`src/rtl/lifo_fifo_buf_if.sv`:
```
// ---------------------------------------------------------------------------
// lifo_fifo_buf_if
// Purpose : Groups the producer/consumer side signals of lifo_fifo_buf into
//           one bundle so the buffer and its user connect through a single
//           port.
// Signals : mode         - requested mode, 0 = FIFO, 1 = LIFO
//           wr_en        - write request
//           wr_data      - write data
//           rd_en        - read request
//           rd_data      - registered read data
//           rd_val       - rd_data holds the result of last cycle's read
//           wr_ready     - buffer is not full
//           count        - current occupancy, 0..DEPTH
//           almost_full  - count >= AF_LEVEL
//           almost_empty - count <= AE_LEVEL
//           overflow     - sticky, a write was dropped
//           underflow    - sticky, a read found the buffer empty
//           active_mode  - mode currently in force
// Modports: master - the producer/consumer side
//           slave  - the buffer itself
// ---------------------------------------------------------------------------
interface lifo_fifo_buf_if #(
  parameter int DATA_WIDTH = 8,
  parameter int DEPTH      = 8
);

  localparam int CW = $clog2(DEPTH + 1);

  logic                  mode;
  logic                  wr_en;
  logic [DATA_WIDTH-1:0] wr_data;
  logic                  rd_en;
  logic [DATA_WIDTH-1:0] rd_data;
  logic                  rd_val;
  logic                  wr_ready;
  logic [CW-1:0]         count;
  logic                  almost_full;
  logic                  almost_empty;
  logic                  overflow;
  logic                  underflow;
  logic                  active_mode;

  // The user drives requests and observes the buffer status.
  modport master (
    output mode, wr_en, wr_data, rd_en,
    input  rd_data, rd_val, wr_ready, count, almost_full, almost_empty,
           overflow, underflow, active_mode
  );

  // The buffer consumes requests and drives its status.
  modport slave (
    input  mode, wr_en, wr_data, rd_en,
    output rd_data, rd_val, wr_ready, count, almost_full, almost_empty,
           overflow, underflow, active_mode
  );

endinterface

```
`src/rtl/lifo_fifo_buf.sv`:
```
// ---------------------------------------------------------------------------
// lifo_fifo_buf
// Purpose : Parametrised storage buffer that runs either as a queue (FIFO)
//           or as a stack (LIFO), chosen at run time. The mode can only
//           change while the buffer is empty. Reads have one cycle of
//           latency through a registered output. The buffer also reports
//           its occupancy, almost-full/almost-empty levels and sticky
//           overflow/underflow flags.
// Ports   : i_clk   - single clock, all logic on the rising edge
//           i_reset - synchronous, active-high reset
//           bus     - lifo_fifo_buf_if.slave carrying the requests, read
//                     data and status (see the interface file)
// ---------------------------------------------------------------------------
module lifo_fifo_buf #(
  parameter int DEPTH      = 8,
  parameter int DATA_WIDTH = 8,
  parameter int AF_LEVEL   = DEPTH - 2,
  parameter int AE_LEVEL   = 2
) (
  input  logic              i_clk,
  input  logic              i_reset,
  lifo_fifo_buf_if.slave    bus
);

  localparam int CW = $clog2(DEPTH + 1);
  localparam int PW = (DEPTH > 1) ? $clog2(DEPTH) : 1;

  localparam logic [PW-1:0] LAST_PTR   = PW'(DEPTH - 1);
  localparam logic [CW-1:0] FULL_COUNT = CW'(DEPTH);
  localparam logic [CW-1:0] AF_COUNT   = CW'(AF_LEVEL);
  localparam logic [CW-1:0] AE_COUNT   = CW'(AE_LEVEL);

  // Storage and state registers
  logic [DATA_WIDTH-1:0] r_mem [DEPTH];
  logic [PW-1:0]         r_wrPtr;
  logic [PW-1:0]         r_rdPtr;
  logic [CW-1:0]         r_count;
  logic [DATA_WIDTH-1:0] r_rdData;
  logic                  r_rdVal;
  logic                  r_overflow;
  logic                  r_underflow;
  logic                  r_activeMode;

  // Per-cycle decisions
  logic                  w_empty;
  logic                  w_full;
  logic                  w_mode;
  logic                  w_rdValid;
  logic                  w_wrAccept;
  logic                  w_overflowEvt;
  logic                  w_underflowEvt;
  logic [PW-1:0]         w_topPtr;
  logic [PW-1:0]         w_wrAddr;
  logic [PW-1:0]         w_rdAddr;
  logic [PW-1:0]         w_wrPtrNext;
  logic [PW-1:0]         w_rdPtrNext;

  // Pointers wrap modulo DEPTH, which does not have to be a power of two,
  // so the wrap is an explicit compare rather than a natural overflow.
  function automatic logic [PW-1:0] ptrInc(input logic [PW-1:0] p);
    return (p == LAST_PTR) ? '0 : p + 1'b1;
  endfunction

  function automatic logic [PW-1:0] ptrDec(input logic [PW-1:0] p);
    return (p == '0) ? LAST_PTR : p - 1'b1;
  endfunction

  assign w_empty = (r_count == '0);
  assign w_full  = (r_count == FULL_COUNT);

  // A mode request only lands on an empty buffer, and that same cycle
  // already uses it. Otherwise the latched mode stays in force.
  assign w_mode = w_empty ? bus.mode : r_activeMode;

  // A read is real only when something is stored. A write is accepted
  // unless the buffer is full with no read freeing a slot in the same
  // cycle.
  assign w_rdValid      = bus.rd_en && !w_empty;
  assign w_wrAccept     = bus.wr_en && (!w_full || bus.rd_en);
  assign w_overflowEvt  = bus.wr_en && w_full && !bus.rd_en;
  assign w_underflowEvt = bus.rd_en && w_empty;

  // In LIFO mode the top of stack sits one slot below wr_ptr. When a push
  // and a pop happen together, the pop returns the old top and the new
  // data overwrites that same slot, so wr_ptr does not move.
  assign w_topPtr = ptrDec(r_wrPtr);
  assign w_wrAddr = (w_mode && w_rdValid) ? w_topPtr : r_wrPtr;
  assign w_rdAddr = w_mode ? w_topPtr : r_rdPtr;

  // Next-pointer selection. In FIFO mode rd_ptr is pulled onto wr_ptr
  // whenever the buffer is empty. A LIFO session only moves wr_ptr, which
  // leaves rd_ptr stale, and this keeps the head correct after a later
  // switch back to FIFO.
  always_comb begin
    w_wrPtrNext = r_wrPtr;
    w_rdPtrNext = r_rdPtr;
    if (w_mode) begin
      if (w_wrAccept && !w_rdValid) begin
        w_wrPtrNext = ptrInc(r_wrPtr);
      end else if (w_rdValid && !w_wrAccept) begin
        w_wrPtrNext = w_topPtr;
      end
    end else begin
      if (w_wrAccept) begin
        w_wrPtrNext = ptrInc(r_wrPtr);
      end
      if (w_empty) begin
        w_rdPtrNext = r_wrPtr;
      end else if (w_rdValid) begin
        w_rdPtrNext = ptrInc(r_rdPtr);
      end
    end
  end

  // Storage array. It is not reset because its contents are don't-care
  // until written. Reset still blocks writes so that reset dominates.
  always_ff @(posedge i_clk) begin
    if (!i_reset && w_wrAccept) begin
      r_mem[w_wrAddr] <= bus.wr_data;
    end
  end

  // Control state: pointers, occupancy, registered read port, sticky
  // error flags and the latched mode. The read samples the array before
  // this cycle's write lands, so a combined push/pop returns the old
  // entry.
  always_ff @(posedge i_clk) begin
    if (i_reset) begin
      r_wrPtr      <= '0;
      r_rdPtr      <= '0;
      r_count      <= '0;
      r_rdData     <= '0;
      r_rdVal      <= 1'b0;
      r_overflow   <= 1'b0;
      r_underflow  <= 1'b0;
      r_activeMode <= 1'b0;
    end else begin
      r_wrPtr <= w_wrPtrNext;
      r_rdPtr <= w_rdPtrNext;
      r_rdVal <= w_rdValid;
      if (w_empty) begin
        r_activeMode <= bus.mode;
      end
      if (w_rdValid) begin
        r_rdData <= r_mem[w_rdAddr];
      end
      if (w_wrAccept && !w_rdValid) begin
        r_count <= r_count + 1'b1;
      end else if (w_rdValid && !w_wrAccept) begin
        r_count <= r_count - 1'b1;
      end
      if (w_overflowEvt) begin
        r_overflow <= 1'b1;
      end
      if (w_underflowEvt) begin
        r_underflow <= 1'b1;
      end
    end
  end

  // Status outputs. The level flags and wr_ready follow the registered
  // count combinationally.
  assign bus.rd_data      = r_rdData;
  assign bus.rd_val       = r_rdVal;
  assign bus.count        = r_count;
  assign bus.wr_ready     = !w_full;
  assign bus.almost_full  = (r_count >= AF_COUNT);
  assign bus.almost_empty = (r_count <= AE_COUNT);
  assign bus.overflow     = r_overflow;
  assign bus.underflow    = r_underflow;
  assign bus.active_mode  = r_activeMode;

endmodule

```
`src/flat_wrapper.sv`:
```
// flat-port wrapper written by rule: the top's interface ports become plain ports
module lifo_fifo_buf_flat 
#(
  parameter int DEPTH      = 8,
  parameter int DATA_WIDTH = 8,
  parameter int AF_LEVEL   = DEPTH - 2,
  parameter int AE_LEVEL   = 2
)
  (i_clk, i_reset, bus_mode, bus_wr_en, bus_wr_data, bus_rd_en, bus_rd_data, bus_rd_val, bus_wr_ready, bus_count, bus_almost_full, bus_almost_empty, bus_overflow, bus_underflow, bus_active_mode);
  lifo_fifo_buf_if #(.DATA_WIDTH(DATA_WIDTH), .DEPTH(DEPTH)) bus_i ();
  input  logic i_clk;
  input  logic i_reset;
  input wire logic [$bits(bus_i.mode)-1:0] bus_mode;
  input wire logic [$bits(bus_i.wr_en)-1:0] bus_wr_en;
  input wire logic [$bits(bus_i.wr_data)-1:0] bus_wr_data;
  input wire logic [$bits(bus_i.rd_en)-1:0] bus_rd_en;
  output wire logic [$bits(bus_i.rd_data)-1:0] bus_rd_data;
  output wire logic [$bits(bus_i.rd_val)-1:0] bus_rd_val;
  output wire logic [$bits(bus_i.wr_ready)-1:0] bus_wr_ready;
  output wire logic [$bits(bus_i.count)-1:0] bus_count;
  output wire logic [$bits(bus_i.almost_full)-1:0] bus_almost_full;
  output wire logic [$bits(bus_i.almost_empty)-1:0] bus_almost_empty;
  output wire logic [$bits(bus_i.overflow)-1:0] bus_overflow;
  output wire logic [$bits(bus_i.underflow)-1:0] bus_underflow;
  output wire logic [$bits(bus_i.active_mode)-1:0] bus_active_mode;
  assign bus_i.mode = bus_mode;
  assign bus_i.wr_en = bus_wr_en;
  assign bus_i.wr_data = bus_wr_data;
  assign bus_i.rd_en = bus_rd_en;
  assign bus_rd_data = bus_i.rd_data;
  assign bus_rd_val = bus_i.rd_val;
  assign bus_wr_ready = bus_i.wr_ready;
  assign bus_count = bus_i.count;
  assign bus_almost_full = bus_i.almost_full;
  assign bus_almost_empty = bus_i.almost_empty;
  assign bus_overflow = bus_i.overflow;
  assign bus_underflow = bus_i.underflow;
  assign bus_active_mode = bus_i.active_mode;
  lifo_fifo_buf #(.DEPTH(DEPTH), .DATA_WIDTH(DATA_WIDTH), .AF_LEVEL(AF_LEVEL), .AE_LEVEL(AE_LEVEL)) u_core (.i_clk(i_clk), .i_reset(i_reset), .bus(bus_i));
endmodule
```
`config.mk`:
```
export PLATFORM = sky130hd
export DESIGN_NAME = lifo_fifo_buf_flat
export DESIGN_NICKNAME = d
export VERILOG_FILES = /design/src/rtl/lifo_fifo_buf_if.sv /design/src/rtl/lifo_fifo_buf.sv /design/src/flat_wrapper.sv
export SDC_FILE = /design/constraint.sdc
export NUM_CORES = 1
export LEC_CHECK = 0
export CORE_MARGIN = 2
export CORE_UTILIZATION = 50
export DETAILED_ROUTE_END_ITERATION = 10
export DONT_BUFFER_PORTS = 1
export HOLD_SLACK_MARGIN = 0.1
export MAX_ROUTING_LAYER = met4
export PLACE_DENSITY = 0.71
export SYNTH_ARGS = -nofsm -noshare
export SYNTH_HDL_FRONTEND = slang
export SYNTH_SLANG_ARGS = --single-unit
```
`constraint.sdc`:
```
create_clock -name i_clk -period 7.18 [get_ports i_clk]
set_input_delay 1.436 -clock i_clk [delete_from_list [all_inputs] [get_ports i_clk]]
set_output_delay 1.436 -clock i_clk [all_outputs]
set_load 0.01 [all_outputs]
```
==> impl.org, run 1 <==
** Run status
- The flow ran to the end, and the final reports show no timing, DRC or antenna violations.

** Synthesis
- Synth unique cells :: between 40 and 50
- Top post-synthesis cells by area :: edfxtp_1 (43%), dfxtp_1 (10%), mux2i_1 (4.7%)
- Counting every net in the synthesized netlist gives between 400 and 500.
- Main synth FF type :: edfxtp_1
- The synthesized design spends more area on one cell type than any other, namely edfxtp_1.
- The synthesized design contains 64 enable-type register cells.
- In the synthesized netlist the async set-or-reset flop fraction comes to 0%.
- Number of synthesis warnings :: 0
- Dominant cell by count in the synthesized netlist :: edfxtp_1
- Counting flops and latches in the post-synthesis netlist gives 86.
- Post-Synthesis Cell Area :: between 4000 and 5000 µm²
- Area fraction of the dominant cell type after synthesis :: between 40% and 50%
- Synth Instances :: around 420
- Sequential elements use ~53% of the synthesized area.
- In this run the mean area of a mapped cell was 10.6 µm².
- Leading post-synthesis cells by instance count :: edfxtp_1 (64), nor2_1 (40), o21ai_0 (38)

** Drt
- After detailed routing, the number of remaining DRC violations is 0.
- First-pass iteration count of the detailed router :: 9
- Average wire length per cell after detail routing :: between 20 and 25 µm
- Using the TritonRoute via totals, the vias-per-cell ratio works out to about 6.7.
- After the first detailed-routing iteration, the DRC count stood at about 430.
- Across all layers, the routed design uses ~3400 vias.
- The final layout contains routed wiring with a total length of 11300 µm.
- Number of nets with antenna violations after routing :: 0

** Global route
- The first global-routing pass estimated between 15000 and 20000 µm of wire.
- Global routing consumed, on the met3 layer, 6.66% of the routing resources.
- Global routing consumed, on the met2 layer, 39.5% of the routing resources.
- Via count of the first global-routing pass :: 3382
- Most utilized layer in the global route result :: met2
- Grt total ovfl :: 0
- The initial antenna violation count came to 0.
- Largest net degree at the start of global routing :: 33
- For this run, the total global-route usage over all layers was measured as around 25%.
- For this run, global-route usage on met1 was measured as approximately 31%.

** Floorplan
- Starting density of the core :: ~51%
- The floorplan step defined a die boundary enclosing around 9600 µm².
- I/O pins :: 32
- The floorplan has 34 rows.
- The floorplan step set the die height to approximately 100 µm.
- Area of the core region :: between 8000 and 9000 µm²
- In this run the horizontal extent of the chip is 98.1 µm.

** Cells and area
- In the final layout, the share of cells above drive strength 1 is 7.43%.
- Compared with the post-synthesis result, the final layout area differs by 4.69%.
- Nets :: ~420
- Final Cell Area :: 4630 µm²
- The repair_antennas step left the layout with diodes totalling 0.
- Number of fill cells in the layout :: 744

** Flow run
- Number of max-cap violations :: 0

** Worst setup path
- Critical path class :: flop to flop
- The worst register-to-register path begins at u_core.r_wrPtr[0].
- Startpoint Class :: flop
- Crit path cell chain :: inv_1 -> ha_1 -> and2_1 -> nor2_1 -> nor3_1 -> a21oi_1 -> nor2_1
- Among cell families on the critical path, the largest total delay comes from simple AND/OR/NAND/NOR gates.
- STA classifies the critical path endpoint as a flop.
- Critical path peak fanout :: 32
- The endpoint identified for the worst register-to-register timing path is u_core.r_mem[2][2].
- Cell with the biggest individual delay on the critical path :: and2_1
- Cell count of the worst reg-to-reg path :: 7
- Data on the critical path arrives at its endpoint at around 3600 ps.
- Setup slack of the worst register-to-register path :: 3560 ps
- Data on the critical path is required at its endpoint by 7170 ps.
- CP peak stage delay :: approximately 970 ps
- Cell with the most instances on the worst path :: nor2_1
- Counting both buffers and inverters, the worst setup path holds a total of 1.

** Hold path
- The worst hold path passes through 2 cells.
- The worst hold path belongs to the class flop to flop.
- In this run the most critical hold path is launched from u_core.bus.rd_data[0].
- The worst hold path terminates at u_core.bus.rd_data[0].

** CTS
- Clock latency on the worst-skew pair, taken at its later pin, is 370 ps.
- The number of setup buffers added after CTS is 0.
- Total CTS buffers :: 9
- Clock tree from TritonCTS :: yes
- Once the clock tree was built, the resizer swapped 0 gates to a different size.
- Clock slew at reported path FFs :: ~90 ps
- Bufs on Longest Clock Path :: 2
- Hold repair after CTS inserted 0 buffers.
- Buffer type at the clock tree root :: clkbuf_8
- Num Clock Sinks :: between 80 and 90
- The H-tree was split into 3 levels.

** Pwr
- Power spread over the standard cell area amounts to between 300 and 400 nW/µm².
- Combinational logic is responsible for around two fifths of the overall power.
- In this run the power spent charging and discharging nets is around 800 µW.
- Highest ir drop seen on vdd :: just under 200 µV
- Switching power share of the total :: a little over two fifths
- For this design the static power due to leakage is ~1.5 nW.
- Registers are responsible for around 40% of the overall power.
- The internal power of the cells totals roughly 1.1 mW.
- Clock network fraction of design power :: 18.7%

** Placed design
- After legalization and detailed placement, the total HPWL measured 7150 µm.
- The congestion estimate from routability-driven global placement came to 0.919.
- Number of buffer cells added on primary ports :: 0
- After detailed placement, the total cell area comes to 4440 µm².

** Timing
- Final count of negative-setup-slack endpoints :: 0
- The worst path uses about half of the clock period.
- Fin Setup TNS :: 0 ps
- Fmax :: approximately 0.28 GHz
- Clock Skew :: around 9.4 ps
- Subtracting the final worst setup slack from the clock period gives roughly 3600 ps.
- Hold violation count in the final report :: 0
- Measured against its own limit, the worst slew margin works out to about an eighth.
- The max-slew violation total from the final report came to 0.
- Unrepaired setup endpoints after global routing :: no
- Worst slew pin tran :: approximately 1300 ps
-- registers in the layout (all words and copies together), names as in the netlist --
register                count
u_core.bus.overflow         1
u_core.bus.count            4
u_core.r_rdPtr              3
u_core.r_mem               64
u_core.bus.underflow        1
u_core.bus.rd_data          8
u_core.r_wrPtr              3
u_core.bus.active_mode      1
u_core.bus.rd_val           1
-- through the flow --
step                      utilization, %  instances  power (mW)  setup slack, ps  hold WS, ps
final                               53.7        512        1.84             3560          507
after floorplan                        -        419        1.31             3890          472
after detailed placement            51.4        497        1.49             3600          496
after global placement              51.4        497        1.46             3790          490
after global routing                53.7        512        1.95             3280          544
after CTS                           53.7        512        1.83             3570          516
-- power groups by stage --
stage / clock, mW / combinational, mW / sequential, mW
CTS: 0.348 / 0.754 / 0.730
global route: 0.364 / 0.844 / 0.741
finish: 0.344 / 0.765 / 0.730
floorplan: 0 / 0.631 / 0.681
detailed placement: 0 / 0.751 / 0.741
global placement: 0 / 0.729 / 0.735
-- layer usage --
metal  share of wire [%]  vias to the layer above
met5                   0                        -
met4                 2.3                        0
met3                 8.5                       30
met1                  40                     1659
met2                  49                      184
li1                    -                     1543
-- how the worst max path moves through the flow --
stage / startpoint / depth (start not counted) / to / slack, ps
after floorplan: bus_rd_en / 9 / u_core.bus.count[3] / 3890
after global placement: bus_rd_en / 9 / u_core.bus.count[3] / 3790
after detailed placement: u_core.r_wrPtr[0] / 7 / u_core.r_mem[2][4] / 3600
after CTS: u_core.r_wrPtr[0] / 7 / u_core.r_mem[2][6] / 3570
after global routing: u_core.r_wrPtr[0] / 7 / u_core.r_mem[2][6] / 3280
final: u_core.r_wrPtr[0] / 7 / u_core.r_mem[2][2] / 3560
-- cell families after synthesis --
logic type	Yosys count	synth area share, %
AOI/OAI and AO/OA	118	15.8
xor gates and xnor gates	6	1.19
adders and majority gates	10	2.83
buffers and inverters	38	3.73
DFF	86	53.4
muxes	30	8.91
and+or+nand+nor	131	14.2
-- worst min-delay path, stage by stage, from the launching register on --
cell     delay [ps]
dfxtp_1         350
nand2_1          60
o21ai_1          50
-- layout make-up --
cell class / instances / area (µm²) / share of cell area [%]
Tap cell: 108 / 135 / 2.92
Clock inverter: 6 / 71.3 / 1.54
Timing Repair Buffer: 2 / 15.0 / 0.324
Sequential cell: 86 / 2360 / 51.0
Clock buffer: 9 / 124 / 2.67
Multi-Input combinational cell: 295 / 1900 / 41.1
Inverter: 6 / 22.5 / 0.486
-- layout by cell type (no fill, tap or decap), types with 9 or more instances in the layout --
master	instances
edfxtp_1	64
nor2_1	40
o21ai_0	38
nand3_1	32
a21oi_1	28
dfxtp_1	22
mux2i_1	21
nor3_1	20
nand2_1	16
a31oi_1	15
ha_1	10
o21ai_1	9
clkbuf_8	9
(Power assumes the default switching activity.)
==> run 2: changes to the inputs <==
Settings changed: PLACE_DENSITY 0.71 to 0.74.
Clock period 7.18 ns to 3.3 ns, I/O delays scaled along.
==> run 2 against run 1 <==
Cell area increased by 2.8%. Final cell count grew 3.3%. First-iteration DRC count shrank 24%. Sequential share of layout area shrank 1.4 points. Worst setup slack worse by 3300 ps. Sequential cell count unchanged. Count of clock-buffer cells in the layout is 1 higher. Combinational power increased by 150%. Critical path depth rose by 3. Clock skew is 2.7 ps lower. Critical endpoint is now u_core.bus.count[3]. Largest cell class unchanged. Highest routed layer unchanged.
==> impl.org, run 2 (synthesized netlist as in run 1, its figures left out) <==
** CTS
- # resized after CTS :: 0
- The clock reaches the later pin of the worst-skew pair after between 300 and 400 ps.
- Total CTS buffers :: 9
- Clock slew at reported path FFs :: roughly 90 ps
- After clock tree synthesis, the setup repair step added 0 buffers.
- In this run the number of H-tree levels came out at 3.
- The clock drives 86 sinks.
- In this run, post-CTS hold repair placed 0 buffers.
- The tree is rooted in a clkbuf_8.
- Bufs on Longest Clock Path :: 2
- Clock tree from TritonCTS :: yes

** Global route
- The first global-routing pass estimated approximately 18000 µm of wire.
- The via count of the first global-routing pass was roughly 3500.
- Entering global routing, the biggest net connects 32 pins.
- Grt total ovfl :: 0
- Global routing used between 20% and 30% of the available tracks across all layers.
- The initial antenna violation count is 0.

** Worst setup path
- The setup path with the least slack is of type flop to flop.
- Cell with the biggest individual delay on the critical path :: or4b_2
- Crit path cell chain :: or4b_2 -> o21ai_2 -> inv_1 -> ha_1 -> inv_1 -> ha_1 -> a31o_2 -> a2111oi_1 -> xnor2_1 -> nor2_1
- Along the worst path, the maximum fanout reaches 5.
- Critical path buffers and inverters :: 2
- Cell family with the largest share of critical-path delay :: compound AO/OA/AOI/OAI gates
- Data arrival time of the worst path :: around 3400 ps
- Critical Path RT :: between 3000 and 4000 ps
- Startpoint Class :: flop
- CP peak stage delay :: 750 ps
- Crit. End Element :: flop

** Drt
- Vias per Instance :: 6.66
- After the first detailed-routing iteration, the DRC count stood at around 320.
- First-pass iteration count of the detailed router :: 6
- Summed over all layers, the routed wires come to 11800 µm.
- Number of nets with antenna violations after routing :: 0
- After detailed routing, the average wire length per cell comes to 22.2 µm.
- Summing over every cut layer, the via total after detailed routing is around 3500.
- Number of design rule violations left after detail routing :: 0

** Pwr
- The analysis attributes to cell leakage a power of ~1.6 nW.
- Highest ir drop seen on vdd :: approximately 430 µV
- Overall power consumption after layout is estimated at 4.14 mW.
- Power density cells :: 869 nW/µm²

** Cells and area
- N_diodes :: 0
- Once layout is complete, the utilization of the core stands at 55.1%.
- Leaving out fill and tap cells, the most frequent cells in the layout are edfxtp_1 (64), nor2_1 (40), o21ai_0 (38).
- Leading cell type in the layout, fill and taps excluded :: edfxtp_1
- u_core.r_mem holds more flip-flops than any other register.
- Number of cells in the finished layout apart from fillers :: between 500 and 600
- Share of final-layout standard cells stronger than drive strength 1 :: about 11%
- Layout area overhead :: 7.58%
- The final layout contains around 440 nets.
- The register with the most flip-flops in the layout has 64 of them.

** Timing
- Setup total negative slack on the finished layout was measured at 0 ps.
- The max-slew violation total from the final report came to 0.
- Worst slew pin tran :: a little over 1000 ps
- Between clock sinks in the finished design, the worst skew comes to between 6 and 7 ps.
- The final critical path takes up about 94% of the cycle.
- Worst slew slack as a fraction of its limit :: between 30% and 40%
- Unrepaired setup endpoints after global routing :: no
- Fmax :: approximately 0.32 GHz
- Final count of negative-setup-slack endpoints :: 0
- The worst path needs 3090 ps of the cycle, external delays included.
- The number of endpoints with negative hold slack in the final report came to 0.

** Run status
- Result of the run :: complete, no violations

** Placed design
- After detailed placement, the design holds a cell count of a little over 500.
- Port buffering added 0 buffers.
- Detailed-placement wirelength estimate :: a little over 7000 µm
- Routability-driven placement finished with a final weighted congestion of 0.848.

** Floorplan
- Pin placement for this block handled 32 I/O pins.
- Once the floorplan was initialized, standard cells occupied ~50% of the core.
- Floorplan row count :: 34
- Vertical die dimension :: 98.1 µm
- Horizontal die dimension :: 98.1 µm
- The total area inside the core boundary comes to roughly 8600 µm².
- The die covers 9620 µm².

** Flow run
- Number of max-cap violations :: 0

** Hold path
- In this run the worst hold path is classified as input pin to flop.
## run 2: per-stage QoR
step | hold slack (ps) | setup slack [ps] | cell area (µm²)
floorplan | 472 | 191 | 4430
global placement | 497 | 284 | 4560
detailed placement | 496 | 109 | 4560
CTS | 338 | 93.8 | 4760
global route | 331 | 69.4 | 4760
finish | 345 | 213 | 4760
## run 2: area by class of cell
cell class,instances,area (µm²)
fill,730,3870
sequential,86,2360
clock buffer,10,128
multi-input combinational,295,1910
tap,108,135
clock inverter,6,70.1
inverter,6,22.5
timing repair buffer,18,135
## run 2: routing by layer
layer | vias to the layer above | GRT usage (%) | routed length [µm]
met2 | 223 | 39.0 | 5510
met3 | 37 | 7.30 | 1140
met5 | - | - | 0
met1 | 1685 | 33.1 | 4690
met4 | 0 | 10.9 | 411
li1 | 1577 | - | -
## run 2: worst reg2reg max path, delay by kind of cell, from the launching register on
kind,cells,cell delay (ps)
AOI/OAI and AO/OA,3,960
and+or+nand+nor,2,800
adders and majority gates,2,530
DFF,1,320
buffers and inverters,2,210
xor gates and xnor gates,1,170
## run 2: path summary, 6_finish.rpt
path / from / slack (ps) / to / cells past startpoint
min: i_reset / 340 / u_core.bus.count[3] / 1
min reg2reg: u_core.bus.rd_data[0] / 510 / u_core.bus.rd_data[0] / 2
max: u_core.bus.count[0] / 210 / u_core.bus.count[3] / 10
max reg2reg: u_core.bus.count[0] / 210 / u_core.bus.count[3] / 10
## run 2: where the power goes
| part | internal (mW) | switching, mW | total [mW] |
|---|---|---|---|
| combinational | 0.687 | 1.19 | 1.88 |
| clock | 0.355 | 0.403 | 0.758 |
| sequential | 1.33 | 0.169 | 1.50 |
| total | 2.37 | 1.76 | 4.14 |
==> run 3: changes to the inputs <==
Settings changed: CAP_MARGIN set to 20.
==> results of run 3 <==
The final DEF is identical to that of run 2; final timing and power are the same.
